**src/rtl/sum_display.sv**
```systemverilog
// Captures an 8-bit adder result, converts it to three BCD digits with a
// sequential double-dabble engine, and scans it onto a 4-digit common-anode display.
module sum_display #(
  parameter int unsigned SCAN_DIV = 50000
) (
  input  logic       clk,
  input  logic       rst,
  input  logic [7:0] sum,
  input  logic       load,
  output logic       busy,
  output logic       done,
  output logic [3:0] bcd_hund,
  output logic [3:0] bcd_tens,
  output logic [3:0] bcd_ones,
  output logic [3:0] an,
  output logic [6:0] seg,
  output logic       dp
);

  typedef enum logic [1:0] {
    IDLE  = 2'd0,
    SHIFT = 2'd1,
    DONE  = 2'd2
  } state_t;

  localparam logic [15:0] SCAN_LAST = 16'(SCAN_DIV - 1);
  localparam logic [6:0]  SEG_OFF   = 7'b1111111;

  state_t      state;
  state_t      state_nxt;

  logic [7:0]  bin_q;
  logic [11:0] scratch_q;
  logic [3:0]  cnt_q;
  logic [11:0] scratch_adj;
  logic [19:0] shifted;
  logic        done_q;
  logic [3:0]  hund_q;
  logic [3:0]  tens_q;
  logic [3:0]  ones_q;

  logic [15:0] scan_cnt_q;
  logic [1:0]  slot_q;
  logic [3:0]  digit;
  logic        blank;

  function automatic logic [3:0] add3(input logic [3:0] d);
    return (d >= 4'd5) ? d + 4'd3 : d;
  endfunction

  function automatic logic [6:0] seg_code(input logic [3:0] d);
    logic [6:0] s;
    case (d)
      4'd0:    s = 7'b1000000;
      4'd1:    s = 7'b1111001;
      4'd2:    s = 7'b0100100;
      4'd3:    s = 7'b0110000;
      4'd4:    s = 7'b0011001;
      4'd5:    s = 7'b0010010;
      4'd6:    s = 7'b0000010;
      4'd7:    s = 7'b1111000;
      4'd8:    s = 7'b0000000;
      4'd9:    s = 7'b0010000;
      default: s = SEG_OFF;
    endcase
    return s;
  endfunction

  always_ff @(posedge clk) begin
    if (rst) state <= IDLE;
    else     state <= state_nxt;
  end

  always_comb begin
    state_nxt = state;
    busy      = 1'b0;
    case (state)
      IDLE: begin
        if (load) state_nxt = SHIFT;
      end
      SHIFT: begin
        busy = 1'b1;
        if (cnt_q == 4'd1) state_nxt = DONE;
      end
      DONE: begin
        busy      = 1'b1;
        state_nxt = IDLE;
      end
      default: state_nxt = IDLE;
    endcase
  end

  // Correct each BCD nibble before the shift so it carries properly into the next decade.
  always_comb begin
    scratch_adj = {add3(scratch_q[11:8]), add3(scratch_q[7:4]), add3(scratch_q[3:0])};
    shifted     = {scratch_adj, bin_q} << 1;
  end

  always_ff @(posedge clk) begin
    if (rst) begin
      bin_q     <= '0;
      scratch_q <= '0;
      cnt_q     <= '0;
      done_q    <= 1'b0;
      hund_q    <= '0;
      tens_q    <= '0;
      ones_q    <= '0;
    end else begin
      done_q <= 1'b0;
      case (state)
        IDLE: begin
          if (load) begin
            bin_q     <= sum;
            scratch_q <= '0;
            cnt_q     <= 4'd8;
          end
        end
        SHIFT: begin
          scratch_q <= shifted[19:8];
          bin_q     <= shifted[7:0];
          cnt_q     <= cnt_q - 4'd1;
        end
        DONE: begin
          hund_q <= scratch_q[11:8];
          tens_q <= scratch_q[7:4];
          ones_q <= scratch_q[3:0];
          done_q <= 1'b1;
        end
        default: ;
      endcase
    end
  end

  assign done     = done_q;
  assign bcd_hund = hund_q;
  assign bcd_tens = tens_q;
  assign bcd_ones = ones_q;

  always_ff @(posedge clk) begin
    if (rst) begin
      scan_cnt_q <= '0;
      slot_q     <= '0;
    end else if (scan_cnt_q == SCAN_LAST) begin
      scan_cnt_q <= '0;
      slot_q     <= slot_q + 2'd1;
    end else begin
      scan_cnt_q <= scan_cnt_q + 16'd1;
    end
  end

  // Blanked leading digits keep their anode enabled; only slot 3 is fully dark.
  always_comb begin
    an    = 4'b1111;
    digit = ones_q;
    blank = 1'b0;
    case (slot_q)
      2'd0: begin
        an    = 4'b1110;
        digit = ones_q;
      end
      2'd1: begin
        an    = 4'b1101;
        digit = tens_q;
        blank = (hund_q == 4'd0) && (tens_q == 4'd0);
      end
      2'd2: begin
        an    = 4'b1011;
        digit = hund_q;
        blank = (hund_q == 4'd0);
      end
      default: blank = 1'b1;
    endcase
    seg = blank ? SEG_OFF : seg_code(digit);
  end

  assign dp = 1'b1;

endmodule
```
**config.mk**
```make
export PLATFORM = sky130hd
export DESIGN_NAME = sum_display
export DESIGN_NICKNAME = d
export VERILOG_FILES = /design/src/rtl/sum_display.sv
export SDC_FILE = /design/constraint.sdc
export NUM_CORES = 1
export LEC_CHECK = 0
export ABC_AREA = 0
export CORE_ASPECT_RATIO = 0.8
export CORE_MARGIN = 3
export CORE_UTILIZATION = 60
export CTS_CLUSTER_DIAMETER = 200
export CTS_CLUSTER_SIZE = 24
export DETAILED_ROUTE_END_ITERATION = 10
export DONT_BUFFER_PORTS = 1
export PLACE_DENSITY = 0.8
export SLEW_MARGIN = 40
export SYNTH_ARGS = -nofsm -noshare
export SYNTH_HDL_FRONTEND = slang
export SYNTH_SLANG_ARGS = --single-unit
```
**constraint.sdc**
```tcl
create_clock -name clk -period 2.5 [get_ports clk]
set_input_delay 0.25 -clock clk [delete_from_list [all_inputs] [get_ports clk]]
set_output_delay 0.25 -clock clk [all_outputs]
set_load 0.02 [all_outputs]
```
## Yosys cells after proc, flatten, opt, wreduce, memory -nomap -nowiden

Memories as Yosys holds them, arrays and structs flattened.
Cells that the tools add are included.
W data, S select, Z words.

- Register bits after elaboration: 57
- Bits in read-only memories: 112
- Input port bits: 11
- Output and inout bits: 26
- Logic and storage cells: 56
- Memories kept: 1

- Add/subtract/negate cells: 6
- Order comparisons: 3
- Equality and inequality tests: 8
- Multiplexer cells: 18
- Reductions and logical operators: 10

Memory list:

| memory | words | bits a word | read ports | clocked after memory_dff | wr ports | line | text |
|---|---|---|---|---|---|---|---|
| (no name shown) | 16 | 7 | 1 | 0 | 0 | 53 | `case (d)` |

Operators by type and width:

| operator | count |
|---|---|
| $pmux W12 S2 | 1 |
| $add A16 B1 Y16 const B | 1 |
| $eq A16 B16 Y1 const B | 1 |
| $pmux W4 S2 | 2 |
| $pmux W8 S2 | 1 |
| $ge A4 B3 Y1 const B | 3 |
| $mux W12 | 1 |
| $mux W4 | 3 |
| $pmux W3 S3 | 1 |
| $add A4 B2 Y4 const B | 2 |
| $logic_not A4 Y1 | 2 |
| $mux W8 | 1 |
| $mux W7 | 1 |
| $eq A2 B1 Y1 const B | 2 |
| $eq A2 B2 Y1 const B | 2 |
| $eq A4 B1 Y1 const B | 1 |
| $logic_not A2 Y1 | 2 |
| $mux W2 | 2 |
| $ne A2 B2 Y1 const B | 2 |
| $pmux W2 S2 | 1 |
| $reduce_and A2 Y1 | 2 |
| $reduce_or A2 Y1 | 2 |
| $sub A4 B1 Y4 const B | 1 |
| $add A3 B2 Y3 const B | 1 |
| 6 further kinds | 7 |

## Longest topological paths before layout

Gate-level depths: netlist of the first run.

- Depth after elaboration: 4
- Depth in mapped cells: 9
- Mapped depth without buffers: 8

## Worst setup path after synthesis of the first run

No wires, ideal clock.

- Kind: reg-to-output
- Start: reg slot_q[0]
- End: out seg[5]
- Data arrival time: 1868 ps
- Data required time: 2250 ps
- Path slack: 382 ps
- Stages on the path, launching flop included: 9
- Buffers on the path: 1
- Path through: dfxtp_1 -> inv_1 -> ha_1 -> buf_4 -> nor2_1 -> a21oi_2 -> ha_1 -> nor2_1 -> o21ai_0

- Word-level cells in the longest chain between the ends: 4

Ends and longest elaborated chain:

| element | line | text |
|---|---|---|
| start: declaration | 43 | `logic [1:0] slot_q;` |
| start signal: assignment | 145 | `slot_q <= slot_q + 2'd1;` |
| $eq A2 B2 Y1 / $eq A2 B1 Y1 (equally long branches) | 156 | `case (slot_q)` |
| $pmux W4 S2 | 156 |  |
| $mem_v2 Z16 W7 | - |  |
| $mux W7 * | 173 | `seg = blank ? SEG_OFF : seg_code(digit);` |
| end: declaration | 16 | `output logic [6:0] seg,` |

Mark *: on every way between the ends. The rest lies on a longest branch, timed or not.

## Worst setup path in the final report of the first run

- Start: reg slot_q[1]
- End: out seg[6]

Same word-level chain as after synthesis.

==> metrics.txt, run 1 <==
Slowest Stage Delay on Critical Path=between 0.3 and 0.4 ns; CTS Buffer Depth=2; Hold Crit Start=rst; Min-Delay Path Depth=2; CP arrival=approximately 2.1 ns; Post-Syn Instances=approximately 350; Starting Density=about 65%; Rel. slew slack=a little under half; worst setup path class=register to primary output; Yosys warning count=0; max-slew violations=0; top-area cell type share of the netlist area=37.4%; grt total ovfl=0; Ant. Diodes=0; Root Buffer Master=clkbuf_8; hold crit path type=primary input to register; final WL=approximately 6.0 mm; height of the chip=69.8 µm; antenna violations before repair=0; total die area=roughly 0.006 mm²; crit end category=primary output; met3 wire length=about 380 µm; drt pass-1 iters=5; # fillers=between 300 and 400; Seq cells post-synth=57; Final Hold Viols=0; synthesized area=between 0.003 and 0.004 mm²; CTS sink cnt=57; Skew-Pair Late Insertion Delay=approximately 0.35 ns; Worst setup SP type=register; CTS clk-pin slew, worst paths=approximately 0.070 ns; met2 WL=2.62 mm; biggest area consumer among synthesized cells=dfxtp_1; Commonest cells post-synth=nor2_1, dfxtp_1, mux2i_1; Initial DRC Count=about 130; dpl ws=approximately 0.17 ns; Reg2Reg Launch Point=state[1]; most common cell in the netlist=nor2_1; fmax=between 0.4 and 0.5 GHz; total I/O pin count=37; remaining antenna violation count=0; Max IR drop VDD=approximately 490 µV; nets=385; Main synth FF type=dfxtp_1; Highest Signal Layer=met4; Worst Reg-to-Reg Cells=6; global-route usage over all layers=21.4%; Worst-Margin Slew=around 0.81 ns; vias in the first global route=2,128; dpl hpwl=~4.0 mm; Die X=around 86 µm; Final Hold Slack=0.0715 ns; core area=between 0.004 and 0.005 mm²; H-tree levels=3; number of CTS-inserted buffers=9; CP Max Fanout=6; Max Cap Violations=0; mean post-synth cell area=approximately 8.7 µm²; Area growth, synth to finish=9.05%; first-pass GRT wire length=about 10 mm; detailed-route via count=around 2.4k; routed len/inst=14.3 µm; power per cell area=slightly above 600 mW/mm²; Std-Cell Rows=22; Crit Reg-Reg Endpoint=scratch_q[7]; Post-synth EDFFs=0; hold endpoint=cnt_q[3]; Yosys cell types=between 40 and 50; Via density=between 5 and 6; met1 wire length=between 2 and 3 mm; Worst path slowest cell=dfxtp_4; Clock Skew=approximately 0.0042 ns; largest net degree at the start of global routing=42; routability cong.=roughly 0.80; endpoints failing setup=0; Seq/Total Area, Yosys=around 37%; Required @ worst endpoint=~2.3 ns; fin crit share=a little over nine tenths; top post-synthesis cells by area=dfxtp_1, ha_1, nor2_1; FF-to-FF setup slack=roughly 0.74 ns; Buffers on Ports=0; Leak Pwr=1.28 nW; TritonCTS clock tree=yes; crit path time final=about 2.4 ns; critical-path cell list=inv_2 > ha_2 > a22oi_1 > a21o_1 > nand2_1 > nor2_1 > o21ai_0 > buf_4; layout cells sized above 1=roughly 15%; fin util=a little over two thirds; Residual DRC=0; ys async rst share=0%; status=complete, no violations; setup ws final=between 0.1 and 0.15 ns
placed cells by master (no fill, tap or decap), types with 2 or more instances in the layout:
cell        count
o21ai_0        10
a21oi_1        18
inv_1          17
nand3_1        11
a21oi_2         2
clkinv_2        2
nor4_1          2
nor4b_2         2
nor3_1         11
nand2b_1        3
clkinvlp_4      2
a211oi_1        6
ha_4            2
a2bb2oi_1       2
nand4_1         2
a22oi_1         9
dfxtp_1        55
buf_4           5
mux2_2          2
nor2_2          6
nor2_1         65
conb_1          2
and3_1          5
ha_1           17
mux2i_1        21
xnor2_1        11
clkbuf_8       10
nand2b_4        2
nand4_2         2
inv_2           4
nand2_1        17
o21ai_2         2
xor2_1          9
final cells by class:
cell class / count / area [µm²] / share of cell area, %
clock inverters: 5 / 55.1 / 1.65
multi-input cells: 258 / 1770 / 53.2
repair buffers: 7 / 62.6 / 1.88
inverters: 21 / 78.8 / 2.37
flip-flops and latches: 57 / 1150 / 34.4
clock buffers: 11 / 141 / 4.24
well taps: 60 / 75.1 / 2.25
per-layer routing:
metal,GRT usage [%],vias to the layer above
met5,0,-
met3,8.19,8
li1,-,1204
met1,28.5,1099
met2,30.9,58
met4,8.44,0
through the flow:
step / total power [mW] / TNS (ns) / cell area [µm²] / cells
floorplan: 1.17 / 0 / 3060 / 352
global placement: 1.17 / 0 / 3050 / 400
detailed placement: 1.18 / 0 / 3050 / 400
CTS: 2.05 / 0 / 3300 / 418
global route: 2.13 / -0.0591 / 3330 / 419
finish: 2.03 / 0 / 3330 / 419
cells by family after synthesis:
kind of cell / after synthesis / synth area share, %
other: 1 / 0.123
buffers and inverters: 37 / 6.19
AOI/OAI and AO/OA: 59 / 12.6
and+or+nand+nor: 133 / 21.7
xor gates and xnor gates: 20 / 5.74
DFF: 57 / 37.4
muxes: 24 / 8.07
adders and majority gates: 20 / 8.19
flip-flops by register name, indices dropped and copies added (netlist names):
| register | cells |
|---|---|
| bin_q | 8 |
| cnt_q | 4 |
| bcd_tens | 4 |
| scratch_q | 12 |
| slot_q | 2 |
| done | 1 |
| scan_cnt_q | 16 |
| bcd_hund | 4 |
| state | 2 |
| bcd_ones | 4 |
critical path, delay by kind of cell (launching register included):
family	cells	cell delay, ns
adders and majority gates	1	0.20
DFF	1	0.37
buffers and inverters	2	0.25
AOI/OAI and AO/OA	3	0.76
and+or+nand+nor	2	0.20
how the worst max path moves through the flow:
stage / from / end / slack [ns] / depth (start not counted)
6_report: slot_q[1] / seg[6] / 0.11 / 8
5_1_grt: slot_q[1] / seg[5] / -0.04 / 8
4_1_cts: slot_q[0] / seg[6] / 0.007 / 8
3_5_place_dp: slot_q[0] / seg[6] / 0.17 / 8
3_3_place_gp: slot_q[0] / seg[3] / 0.28 / 7
2_1_floorplan: slot_q[0] / seg[5] / 0.38 / 8
repair_timing:
action	CTS	global route
hold endpoints to repair	41	0
hold buffers	1	0
endpoints found under the setup margin	7	7
pin swaps	0	5
setup buffers	1	1
gates resized for setup	6	9
report_power, final:
group | leakage, nW | total, mW | switching, mW | internal [mW]
combinational | 0.725 | 0.204 | 0.126 | 0.0777
clock | 0.0953 | 0.859 | 0.376 | 0.483
sequential | 0.464 | 0.965 | 0.0247 | 0.940
total | 1.28 | 2.03 | 0.526 | 1.50
Note: power is estimated with default switching activity, not from simulation.
==> inputs of run 2 (changes only) <==
--- a/config.mk
+++ b/config.mk
@@ -13,6 +13,7 @@
 export CTS_CLUSTER_SIZE = 24
 export DETAILED_ROUTE_END_ITERATION = 10
 export DONT_BUFFER_PORTS = 1
+export HOLD_SLACK_MARGIN = 0.12
 export PLACE_DENSITY = 0.8
 export SLEW_MARGIN = 40
 export SYNTH_ARGS = -nofsm -noshare
==> metrics.txt, run 2 (synthesis results as in run 1) <==
vias in the first global route=2,138 (+0.47%); max-slew violations=0 (unchanged); hold crit path type=primary input to register; buffer and inverter count on the worst path=2 (unchanged); largest net degree at the start of global routing=43 (+2.4%); Worst-Margin Slew=0.798 ns (-0.0151 ns); setup ws final=0.115 ns (+0.00477 ns); Largest regs=scan_cnt_q x16, scratch_q x12, bin_q x8; Std-Cell Rows=22 (unchanged); nets=386 (+0.26%); H-tree levels=3 (unchanged); Via density=5.66 (about the same); crit path time final=2.39 ns (-0.00477 ns); dpl ws=0.170 ns (unchanged); Top reg by flops=scan_cnt_q; height of the chip=69.8 µm (unchanged); critical-path cell list=inv_2 > ha_2 > a22oi_1 > a21o_1 > nand2_1 > nor2_1 > o21ai_0 > buf_4; antenna violations before repair=0 (unchanged); max reg flops=16 (unchanged); Clock Skew=0.00545 ns (+0.00126 ns); Initial DRC Count=123 (-3.1%); status=complete, no violations; Max Cap Violations=0 (unchanged); fin crit share=95.4% (-0.19 points); cell family with most CP delay=compound AO/OA/AOI/OAI gates; final WL=5.95 mm (-0.40%); placed cell area=0.00305 mm² (unchanged); fmax=0.419 GHz (+0.20%); Required @ worst endpoint=2.25 ns (about the same); Placed Instances=400 (unchanged); routed len/inst=14.2 µm (-0.64%); Area growth, synth to finish=9.38%; Worst path slowest cell=dfxtp_4; Skew-Pair Late Insertion Delay=0.34 ns (about the same); Leak Pwr=1.29 nW (+0.33%); Root Buffer Master=clkbuf_8; final std cell area, no fill=0.00334 mm² (+0.30%); first-pass GRT wire length=10.2 mm (+0.20%); commonest non-fill, non-tap cells in the layout=nor2_1, dfxtp_1, mux2i_1; detailed-route via count=2,376 (+0.30%); TritonCTS clock tree=yes; CP arrival=2.14 ns (about the same); Rel. slew slack=46.8% (+1.0 points); total I/O pin count=37 (unchanged); remaining antenna violation count=0 (unchanged); layout cells sized above 1=15.3% (-0.043 points); Post-Layout Cell Count=420 (+0.24%); dpl hpwl=4.00 mm (unchanged); Buffers on Ports=0 (unchanged); CTS Buffer Depth=2 (unchanged); Ant. Diodes=0 (unchanged); crit end category=primary output; total die area=0.00599 mm² (unchanged); CTS sink cnt=57 (unchanged); Die X=85.8 µm (unchanged); CTS clk-pin slew, worst paths=0.06 ns (about the same); Slowest Stage Delay on Critical Path=0.38 ns (about the same); grt total ovfl=0 (unchanged); CP Max Fanout=6 (unchanged); endpoints failing setup=0 (unchanged); Final Hold Viols=0 (unchanged); worst setup path class=register to primary output; Residual DRC=0 (unchanged); global-route usage over all layers=21.4% (+0.025 points); power per cell area=607 mW/mm² (-0.31%); Starting Density=64.5% (unchanged); drt pass-1 iters=5 (unchanged); number of CTS-inserted buffers=9 (unchanged); commonest non-fill, non-tap cell in the layout=nor2_1; routability cong.=0.797 (unchanged); core area=0.00473 mm² (unchanged); Worst setup SP type=register; Max IR drop VDD=495 µV (about the same)
## run 2: changes by cell type in the layout (fill, tap and decap cells not counted)
| cell | change |
|---|---|
| dlygate4sd3_1 | +1 |
## run 2: power by group
part / leakage, nW / switching [mW] / total [mW] / internal, mW
combinational: 0.730 / 0.126 / 0.205 / 0.0786
clock: 0.0953 / 0.374 / 0.857 / 0.483
sequential: 0.464 / 0.0246 / 0.965 / 0.941
total: 1.29 / 0.525 / 2.03 / 1.50
## run 2: cell type report
type | instances | area [µm²]
multi-input cells | 258 | 1770
fillers | 347 | 1390
flip-flops and latches | 57 | 1150
clock buffers | 11 | 141
inverters | 21 | 78.8
well taps | 60 | 75.1
repair buffers | 8 | 72.6
clock inverters | 5 | 55.1
## run 2: stage by stage
step / util, % / hold WS (ns) / total power [mW] / TNS [ns]
finish: 70.6 / 0.139 / 2.03 / 0
global route: 70.6 / 0.140 / 2.13 / -0.0591
CTS: 70.0 / 0.126 / 2.05 / 0
detailed placement: 64.5 / 0.329 / 1.18 / 0
global placement: 64.5 / 0.328 / 1.17 / 0
floorplan: - / 0.430 / 1.17 / 0
## run 2: layer usage
metal	vias up	GRT usage, %	share of wire, %
met4	0	8.44	1.7
li1	1207	-	-
met2	62	30.9	44
met3	8	8.19	6.4
met1	1099	28.5	48
met5	-	0	0
## run 2: timing repair
item	4_1_cts	5_1_grt
hold buffers	2	0
setup endpoints to repair	7	7
pin swaps	0	5
hold endpoints to repair	42	0
resized for setup	6	9
buffers inserted	1	1
## run 2: final timing paths
| check | startpoint | end | slack (ns) | cells past startpoint |
|---|---|---|---|---|
| worst min-delay path | sum[3] | bin_q[3] | 0.14 | 2 |
| worst max-delay path | slot_q[1] | seg[6] | 0.11 | 8 |
| worst max register to register | state[1] | scratch_q[11] | 0.75 | 6 |
| worst min register to register | scan_cnt_q[0] | scan_cnt_q[0] | 0.47 | 1 |
